**src/rtl/rv32_uart_tx_mmio.sv**
```systemverilog
// rtl/rv32_uart_tx_mmio.sv - memory-mapped 8N1 UART transmitter with TX FIFO
//
// Purpose: sits on the core data bus next to data_memory. Stores to TXDATA
// queue bytes in a small FIFO; a frame engine pops them and shifts them out
// LSB first as start + 8 data + stop bits, each bit lasting BAUDDIV clocks.
// Register window (16 bytes at BASE):
//   +0 TXDATA  W: push wdata[7:0]          R: 0
//   +4 STATUS  R: {count, ovf, busy, empty, full}  W: wdata[3]=1 clears ovf
//   +8 BAUDDIV R/W [15:0] clocks per bit (0 is stored as 1)
//   +C reserved
// Ports:
//   clk      clock, all state on posedge
//   reset_n  synchronous active-low reset
//   address  byte address from core
//   read     load strobe
//   write    store strobe
//   wdata    store data
//   rdata    load data, combinational, 0 when not reading this block
//   sel      address falls inside the window, combinational
//   tx       registered serial output, idle high
module rv32_uart_tx_mmio #(
    parameter int              AW          = 32,
    parameter int              DW          = 32,
    parameter logic [AW-1:0]   BASE        = 'h800,
    parameter int              DEPTH       = 4,
    parameter logic [15:0]     DEFAULT_DIV = 16'd16
) (
    input  logic          clk,
    input  logic          reset_n,
    input  logic [AW-1:0] address,
    input  logic          read,
    input  logic          write,
    input  logic [DW-1:0] wdata,
    output logic [DW-1:0] rdata,
    output logic          sel,
    output logic          tx
);
    localparam int PW = $clog2(DEPTH);
    localparam int CW = PW + 1;

    typedef enum logic [1:0] {S_IDLE, S_START, S_DATA, S_STOP} state_t;

    state_t        state_q, state_d;
    logic [7:0]    shift_q, shift_d;
    logic [2:0]    bit_q, bit_d;
    logic [15:0]   baud_cnt_q, baud_cnt_d;
    logic [15:0]   div_q, div_d;
    logic          tx_q, tx_d;
    logic [15:0]   bauddiv_q;
    logic          ovf_q;
    logic [CW-1:0] count_q;
    logic [PW-1:0] wr_ptr_q, rd_ptr_q;
    logic [7:0]    mem [DEPTH];

    logic [1:0]    reg_idx;
    logic          wr_en, push_req, do_push, pop;
    logic          full, empty, busy, baud_end;
    logic          unused_bits;

    assign sel      = (address[AW-1:4] == BASE[AW-1:4]);
    assign reg_idx  = address[3:2];
    assign wr_en    = write && sel;
    assign full     = (count_q == CW'(DEPTH));
    assign empty    = (count_q == '0);
    assign busy     = (state_q != S_IDLE);
    assign push_req = wr_en && (reg_idx == 2'd0);
    // A push into a full FIFO is dropped even if the engine pops this cycle.
    assign do_push  = push_req && !full;
    assign baud_end = (baud_cnt_q == div_q - 16'd1);
    assign tx       = tx_q;
    assign unused_bits = ^{address[1:0], wdata[DW-1:16]};

    // State register and datapath registers
    always_ff @(posedge clk) begin
        if (!reset_n) begin
            state_q    <= S_IDLE;
            shift_q    <= '0;
            bit_q      <= '0;
            baud_cnt_q <= '0;
            div_q      <= DEFAULT_DIV;
            tx_q       <= 1'b1;
            bauddiv_q  <= DEFAULT_DIV;
            ovf_q      <= 1'b0;
            count_q    <= '0;
            wr_ptr_q   <= '0;
            rd_ptr_q   <= '0;
        end else begin
            state_q    <= state_d;
            shift_q    <= shift_d;
            bit_q      <= bit_d;
            baud_cnt_q <= baud_cnt_d;
            div_q      <= div_d;
            tx_q       <= tx_d;
            count_q    <= count_q + CW'(do_push) - CW'(pop);
            if (do_push) wr_ptr_q <= wr_ptr_q + 1'b1;
            if (pop)     rd_ptr_q <= rd_ptr_q + 1'b1;
            if (push_req && full) begin
                ovf_q <= 1'b1;
            end else if (wr_en && reg_idx == 2'd1 && wdata[3]) begin
                ovf_q <= 1'b0;
            end
            if (wr_en && reg_idx == 2'd2) begin
                bauddiv_q <= (wdata[15:0] == 16'd0) ? 16'd1 : wdata[15:0];
            end
        end
    end

    always_ff @(posedge clk) begin
        if (do_push) mem[wr_ptr_q] <= wdata[7:0];
    end

    // Next-state logic; a pop always reloads shift and re-latches the divider
    always_comb begin
        state_d    = state_q;
        shift_d    = shift_q;
        bit_d      = bit_q;
        baud_cnt_d = baud_cnt_q;
        div_d      = div_q;
        pop        = 1'b0;
        case (state_q)
            S_IDLE: begin
                if (!empty) begin
                    pop        = 1'b1;
                    state_d    = S_START;
                    shift_d    = mem[rd_ptr_q];
                    div_d      = bauddiv_q;
                    baud_cnt_d = '0;
                    bit_d      = '0;
                end
            end
            S_START: begin
                if (baud_end) begin
                    state_d    = S_DATA;
                    baud_cnt_d = '0;
                end else begin
                    baud_cnt_d = baud_cnt_q + 16'd1;
                end
            end
            S_DATA: begin
                if (baud_end) begin
                    baud_cnt_d = '0;
                    shift_d    = {1'b0, shift_q[7:1]};
                    if (bit_q == 3'd7) begin
                        state_d = S_STOP;
                        bit_d   = '0;
                    end else begin
                        bit_d   = bit_q + 3'd1;
                    end
                end else begin
                    baud_cnt_d = baud_cnt_q + 16'd1;
                end
            end
            S_STOP: begin
                if (baud_end) begin
                    baud_cnt_d = '0;
                    if (!empty) begin
                        // Back-to-back frame: no idle bit between stop and start
                        pop     = 1'b1;
                        state_d = S_START;
                        shift_d = mem[rd_ptr_q];
                        div_d   = bauddiv_q;
                        bit_d   = '0;
                    end else begin
                        state_d = S_IDLE;
                    end
                end else begin
                    baud_cnt_d = baud_cnt_q + 16'd1;
                end
            end
            default: state_d = S_IDLE;
        endcase
    end

    // Output logic: tx is registered, so it is derived from the next state
    always_comb begin
        tx_d = 1'b1;
        case (state_d)
            S_START: tx_d = 1'b0;
            S_DATA:  tx_d = shift_d[0];
            default: tx_d = 1'b1;
        endcase
    end

    always_comb begin
        rdata = '0;
        if (read && sel) begin
            case (reg_idx)
                2'd1:    rdata = DW'({4'(count_q), ovf_q, busy, empty, full});
                2'd2:    rdata = DW'(bauddiv_q);
                default: rdata = '0;
            endcase
        end
    end
endmodule

```
**config.mk**
```make
export PLATFORM = sky130hd
export DESIGN_NAME = rv32_uart_tx_mmio
export DESIGN_NICKNAME = d
export VERILOG_FILES = /design/src/rtl/rv32_uart_tx_mmio.sv
export SDC_FILE = /design/constraint.sdc
export NUM_CORES = 1
export LEC_CHECK = 0
export ABC_AREA = 1
export CORE_UTILIZATION = 53
export CTS_CLUSTER_DIAMETER = 150
export CTS_CLUSTER_SIZE = 16
export DETAILED_ROUTE_END_ITERATION = 10
export PLACE_DENSITY = 0.83
export SYNTH_ARGS = -nofsm -noshare
export SYNTH_HDL_FRONTEND = slang
export SYNTH_SLANG_ARGS = --single-unit
```
**constraint.sdc**
```tcl
create_clock -name clk -period 4.2 [get_ports clk]
set_input_delay 1.26 -clock clk [delete_from_list [all_inputs] [get_ports clk]]
set_output_delay 1.26 -clock clk [all_outputs]
set_load 0.01 [all_outputs]
```
; ---- After elaboration in Yosys (flattened, before gate mapping)
; Memory sizes are Yosys's and may differ from the RTL's. A register that Yosys moved wholly into a read port is not among the register bits.
; Cells that the tools add are included.
; Widths: inputs -> output; s select.
[totals]
word_cells = 89
mem_bits_rw = 32
register_bits = 70
latchBits = 0
mem_bits_ro = 0
n_memories = 1
input_bits = 68
[mem_list]
columns = memory, words, width, rd, rd_ports_with_merged_regs, wr, line_no
row1 = mem, 4, 8, 1, 1, 1, 53  ; logic [7:0] mem [DEPTH];
[classes]
n_addsub = 7
n_bitwise = 0
reduce_logical = 20
order_cmp = 0
multipliers = 0
muxes = 35
div = 0
eq_ne = 14
n_shift = 0
[op_table]
columns = cell, n
row1 = $mux 16, 6
row2 = $pmux 16 s2, 3
row3 = $eq 28x8->1 const B, 1
row4 = $mux 8, 3
row5 = $pmux 8 s3, 1
row6 = $add 16x1->16 const B, 1
row7 = $eq 16x16->1, 1
row8 = $logic_not 16->1, 1
row9 = $sub 16x1->16 const B, 1
row10 = $mux 2, 7
row11 = $mux 3, 4
row12 = $pmux 3 s3, 1
row13 = $eq 2x2->1 const B, 4
row14 = $logic_and 1x1->1, 8
row15 = $pmux 2 s4, 1
row16 = $mux 1, 7
row17 = $eq 2x1->1 const B, 3
row18 = $eq 3x3->1 const B, 2
row19 = $ne 2x2->1 const B, 3
row20 = $reduce_bool 2->1, 3
row21 = $add 2x1->2 const B, 2
row22 = $logic_not 2->1, 2
row23 = $pmux 1 s2, 2
row24 = $add 3x1->3, 1
row25 = 8 further kinds, 8

; ---- Longest topological paths before layout
[logic_depth]
depth_word = 6
mapped_depth = 22

; ---- Worst setup path before layout
; OpenSTA, ideal clock, no wires.
[synth_path]
path_kind = input to output
from = input port address[29]
to = output port rdata[10]
arrival_time_ns = 2.696
stages = 4
n_path_buf = 0
slack_ns = 0.244
path_cell_list = or4_1 nor3_2 nand2_1 nor3_1
[synth_via]
elab_chain_cells = 3
[synth_lines]
columns = element, line_no
row1 = start: declaration, 30  ; input logic [AW-1:0] address,
row2 = $eq 28x8->1, 60  ; assign sel = (address[AW-1:4] == BASE[AW-1:4]);
row3 = net sel, 35  ; output logic sel,
row4 = $logic_and 1x1->1, 186  ; if (read && sel) begin
row5 = $mux 16, 186
row6 = end: declaration, 34  ; output logic [DW-1:0] rdata,
; The timed path passes the listed nets, and every way through them passes these cells.

; ---- Final worst setup path
[layout_path]
from = input port address[17]
to = output port rdata[5]
[layout_via]
elab_chain_cells = 3
[layout_lines]
columns = element, line_no
row1 = $eq 28x8->1, 60
row2 = $logic_and 1x1->1, 186
row3 = $mux 16, 186
; Every way passes these cells.

==> Implementation_results.wiki <==
{| class="wikitable"
! Metric !! Value
|-
| Status || finished clean
|-
| Largest area contributor in the synthesized netlist || dfxtp_1
|-
| Final Cycle Share || 99.6%
|-
| DR vias/cell || 5.55
|-
| Total global routing overflow || 0
|-
| MaxCap Viol Count || 0
|-
| Part of the total power dissipated in combinational logic || 41.7%
|-
| Post-synthesis sequential area ratio || 42.0%
|-
| Pre-CTS setup slack || -0.622 ns
|-
| Async S/R FF share, synth || 0%
|-
| Max Freq || 239 MHz
|-
| Stage delay of the slowest cell on the critical path || 0.32 ns
|-
| Clock tree from TritonCTS || built
|-
| Portion of synthesized cell area occupied by the leading cell type || 25.2%
|-
| Number of antenna violations at the first check in global routing || 0
|-
| Final HPWL DP || 10400 µm
|-
| Remaining number of nets flagged by the antenna check after routing || 0
|-
| Most instantiated flip-flop cell in the synthesis netlist || dfxtp_1
|-
| Slowest stage cell, crit path || nor4_2
|-
| Data arrival time at the worst-slack endpoint || 2.92 ns
|-
| Wire length of the first global-routing pass || 23200 µm
|-
| Share of cells above drive strength 1 || 11.8%
|-
| Number of setup violations in the final report || 0
|-
| Synth Instances || 752
|-
| Number of endpoints with negative hold slack in the final report || 0
|-
| Power dissipated by switching net loads || 1430 µW
|-
| Post-place instance area || 6530 µm²
|-
| Count of hold buffers inserted by post-cts repair || 0
|-
| H-tree depth reported by CTS || 3
|-
| Std-Cell Rows || 37
|-
| Final-stage net count || 919
|-
| Via count of the first global-routing pass || 5202
|-
| Pin count of the biggest net entering global routing || 27
|-
| Count of synthesis-stage warnings from yosys || 0
|-
| Clock slew at reported path FFs || 0.10 ns
|-
| Total die area || 11200 µm²
|-
| Required arrival time at the worst endpoint || 2.94 ns
|-
| Crit-path cells || clkdlybuf4s15_1, nor4_2, nand4_1, nor3_4, nand3_2, buf_6, buf_4, a21oi_4, buf_2
|-
| Insertion delay to the later sink of the worst-skew pair || 0.39 ns
|-
| Placed Instances || 947
|-
| Internal power consumption || 1950 µW
|-
| Sum of routed wire length over all layers || 14500 µm
|-
| Commonest cells in the synthesized netlist || nand2_1, a21oi_1, dfxtp_1
|-
| Proportion of power drawn by flip-flops and latches || 37.1%
|-
| Area of the core region || 10400 µm²
|-
| Filler Cells Inserted || 821
|-
| Number of I/O port buffers || 67
|-
| Synthesized area divided by synthesized cell count || 7.61 µm²
|-
| Post-route standard cell area excluding fillers || 6910 µm²
|-
| Pre-antenna DRT Iters || 5
|-
| Number of buffers added by the clock tree synthesis step || 9
|-
| Max Transition Viols Final || 0
|-
| Number of DRC markers after the initial detailed-route iteration || 451
|-
| Clock network fraction of design power || 21.2%
|-
| Rel. slew slack || 19.0%
|-
| Sort of element at the end of the critical path || output port
|-
| Clock sink count || 104
|-
| Largest cells by area after synthesis || dfxtp_1, edfxtp_1, nand2_1
|-
| Critical Path Fanout Max || 3
|-
| Switching share of power || 42.3%
|-
| Element type at the critical path start || primary input
|-
| Library cell with the highest instance count after synthesis || nand2_1
|-
| X dimension of the die || 106 µm
|-
| Total power divided by cell area || 490 nW/µm²
|-
| Worst-case vdd ir drop || 0.327 mV
|-
| # diodes || 0
|-
| Slack of the critical path || 0.0179 ns
|-
| Class of the most critical hold timing path || flip-flop to flip-flop
|-
| DRC violation count after routing || 0
|-
| Post-synthesis register bit count || 104
|-
| Count of flip-flops with a built-in enable after synthesis || 32
|-
| Largest buffer count on any clock path || 2
|-
| Slew at the pin closest to its max-slew limit || 1.21 ns
|-
| Type of the worst setup path || primary input to output port
|-
| GPL Wtd Cong || 0.891
|-
| Overall die height || 106 µm
|-
| Top Ports || 102
|-
| Shortest period the worst path allows || 4.18 ns
|-
| Post-Synthesis Cell Area || 5720 µm²
|-
| Number of different library cells in the post-synthesis netlist || 49
|-
| Leakage || 0.00286 µW
|-
| Post-detailed-route wirelength per cell || 14.9 µm
|-
| Clock skew after layout || 0.0224 ns
|-
| Number of vias in the routed layout || 5397
|-
| Total global-route track usage || 26.2%
|-
| Clock root buffer || clkbuf_8
|-
| Layout area overhead || 20.6%
|-
| Cell Count, Final, Fillers Out || 972
|-
| Effective utilization at floorplan || 55.0%
|}
## stage by stage
step	hold WS (ns)	total power (µW)	utilization, %	TNS, ns
2_1_floorplan	0.442	2290	-	0
3_3_place_gp	0.453	2600	62.7	-8.93
3_5_place_dp	0.456	2660	62.7	-9.64
4_1_cts	0.483	3360	65.7	-0.00586
5_1_grt	0.512	3600	66.3	-0.646
6_report	0.483	3380	66.3	0
## kinds of logic (layout without fill, tap and decap cells)
logic type               after synthesis  after routing  share of synthesized area [%]
adder cells (fa/ha/maj)               20             20                           4.50
AO/OA/AOI/OAI                        132            132                           13.0
flip-flops                           104            104                           42.0
AND/OR/NAND/NOR                      362            362                           28.5
multiplexers                           5              5                          0.874
other                                  1             16                         0.0655
buffers and inverters                112            181                           8.61
XOR/XNOR                              16             16                           2.45
## what timing repair did
action,CTS,global route
pin swaps,8,13
hold endpoints to repair,0,0
setup buffers,9,0
endpoints found under the setup margin,17,17
gates resized for setup,67,28
## critical path, delay by kind of cell
family / cells / cell delay [ns]
AO/OA/AOI/OAI: 1 / 0.12
AND/OR/NAND/NOR: 4 / 0.92
buffers and inverters: 4 / 0.62
## final cells by class
class                      instances  area (µm²)  area share (%)
timing repair buffer              95         872            12.6
clock buffer                      10         128            1.85
sequential                       104        2400            34.8
tap                              136         170            2.46
multi-input combinational        551        2970            43.0
inverter                          70         263            3.81
clock inverter                     6         103            1.49
## power groups by stage
stage	sequential (µW)	clock [µW]	combinational (µW)
2_1_floorplan	1230	0	1060
3_3_place_gp	1270	0	1330
5_1_grt	1270	753	1570
6_report	1260	716	1410
4_1_cts	1250	718	1390
3_5_place_dp	1270	0	1380
## registers in the layout (all words and copies together), names as in the netlist, named ones only
name        flops
wr_ptr_q        2
state_q         2
ovf_q           1
tx              1
bit_q           3
baud_cnt_q     16
shift_q         8
div_q          16
mem            32
count_q         3
bauddiv_q      16
rd_ptr_q        2
## per-layer routing
metal / track usage [%] / part of all wire (%) / wire [µm] / up-vias
met4: 13.1 / 2.2 / 318 / 0
met2: 45.2 / 48 / 6990 / 250
li1: - / - / - / 2631
met3: 3.56 / 6.7 / 975 / 27
met1: 32.0 / 43 / 6230 / 2489
met5: 0 / 0 / 0 / -
## final timing paths
| kind | from | to | slack, ns | cells after the start |
|---|---|---|---|---|
| setup / recovery | address[17] | rdata[5] | 0.02 | 9 |
| hold / removal | div_q[15] | div_q[15] | 0.48 | 2 |
| hold reg to reg | div_q[15] | div_q[15] | 0.48 | 2 |
| setup reg to reg | div_q[0] | count_q[2] | 0.88 | 21 |
## placed cells by master, fill, tap and decap left out, drive strengths merged, types with 6 or more instances in the layout
cell type / Yosys / routed
clkbuf: 18 / 13
dlygate4sd2: 0 / 18
buf: 24 / 30
nor4: 14 / 14
xnor2: 7 / 7
xor2: 9 / 9
nand2: 197 / 197
a21oi: 72 / 72
edfxtp: 32 / 32
nor2: 70 / 70
clkdlybuf4s15: 0 / 13
dfxtp: 72 / 72
inv: 68 / 69
nand3: 51 / 51
nor3: 8 / 8
ha: 19 / 19
dlymetal6s2s: 0 / 9
clkdlybuf4s50: 0 / 22
conb: 1 / 16
nand4: 9 / 9
nand3b: 6 / 6
o21ai: 37 / 37
Note: power is estimated with default switching activity, not from simulation.
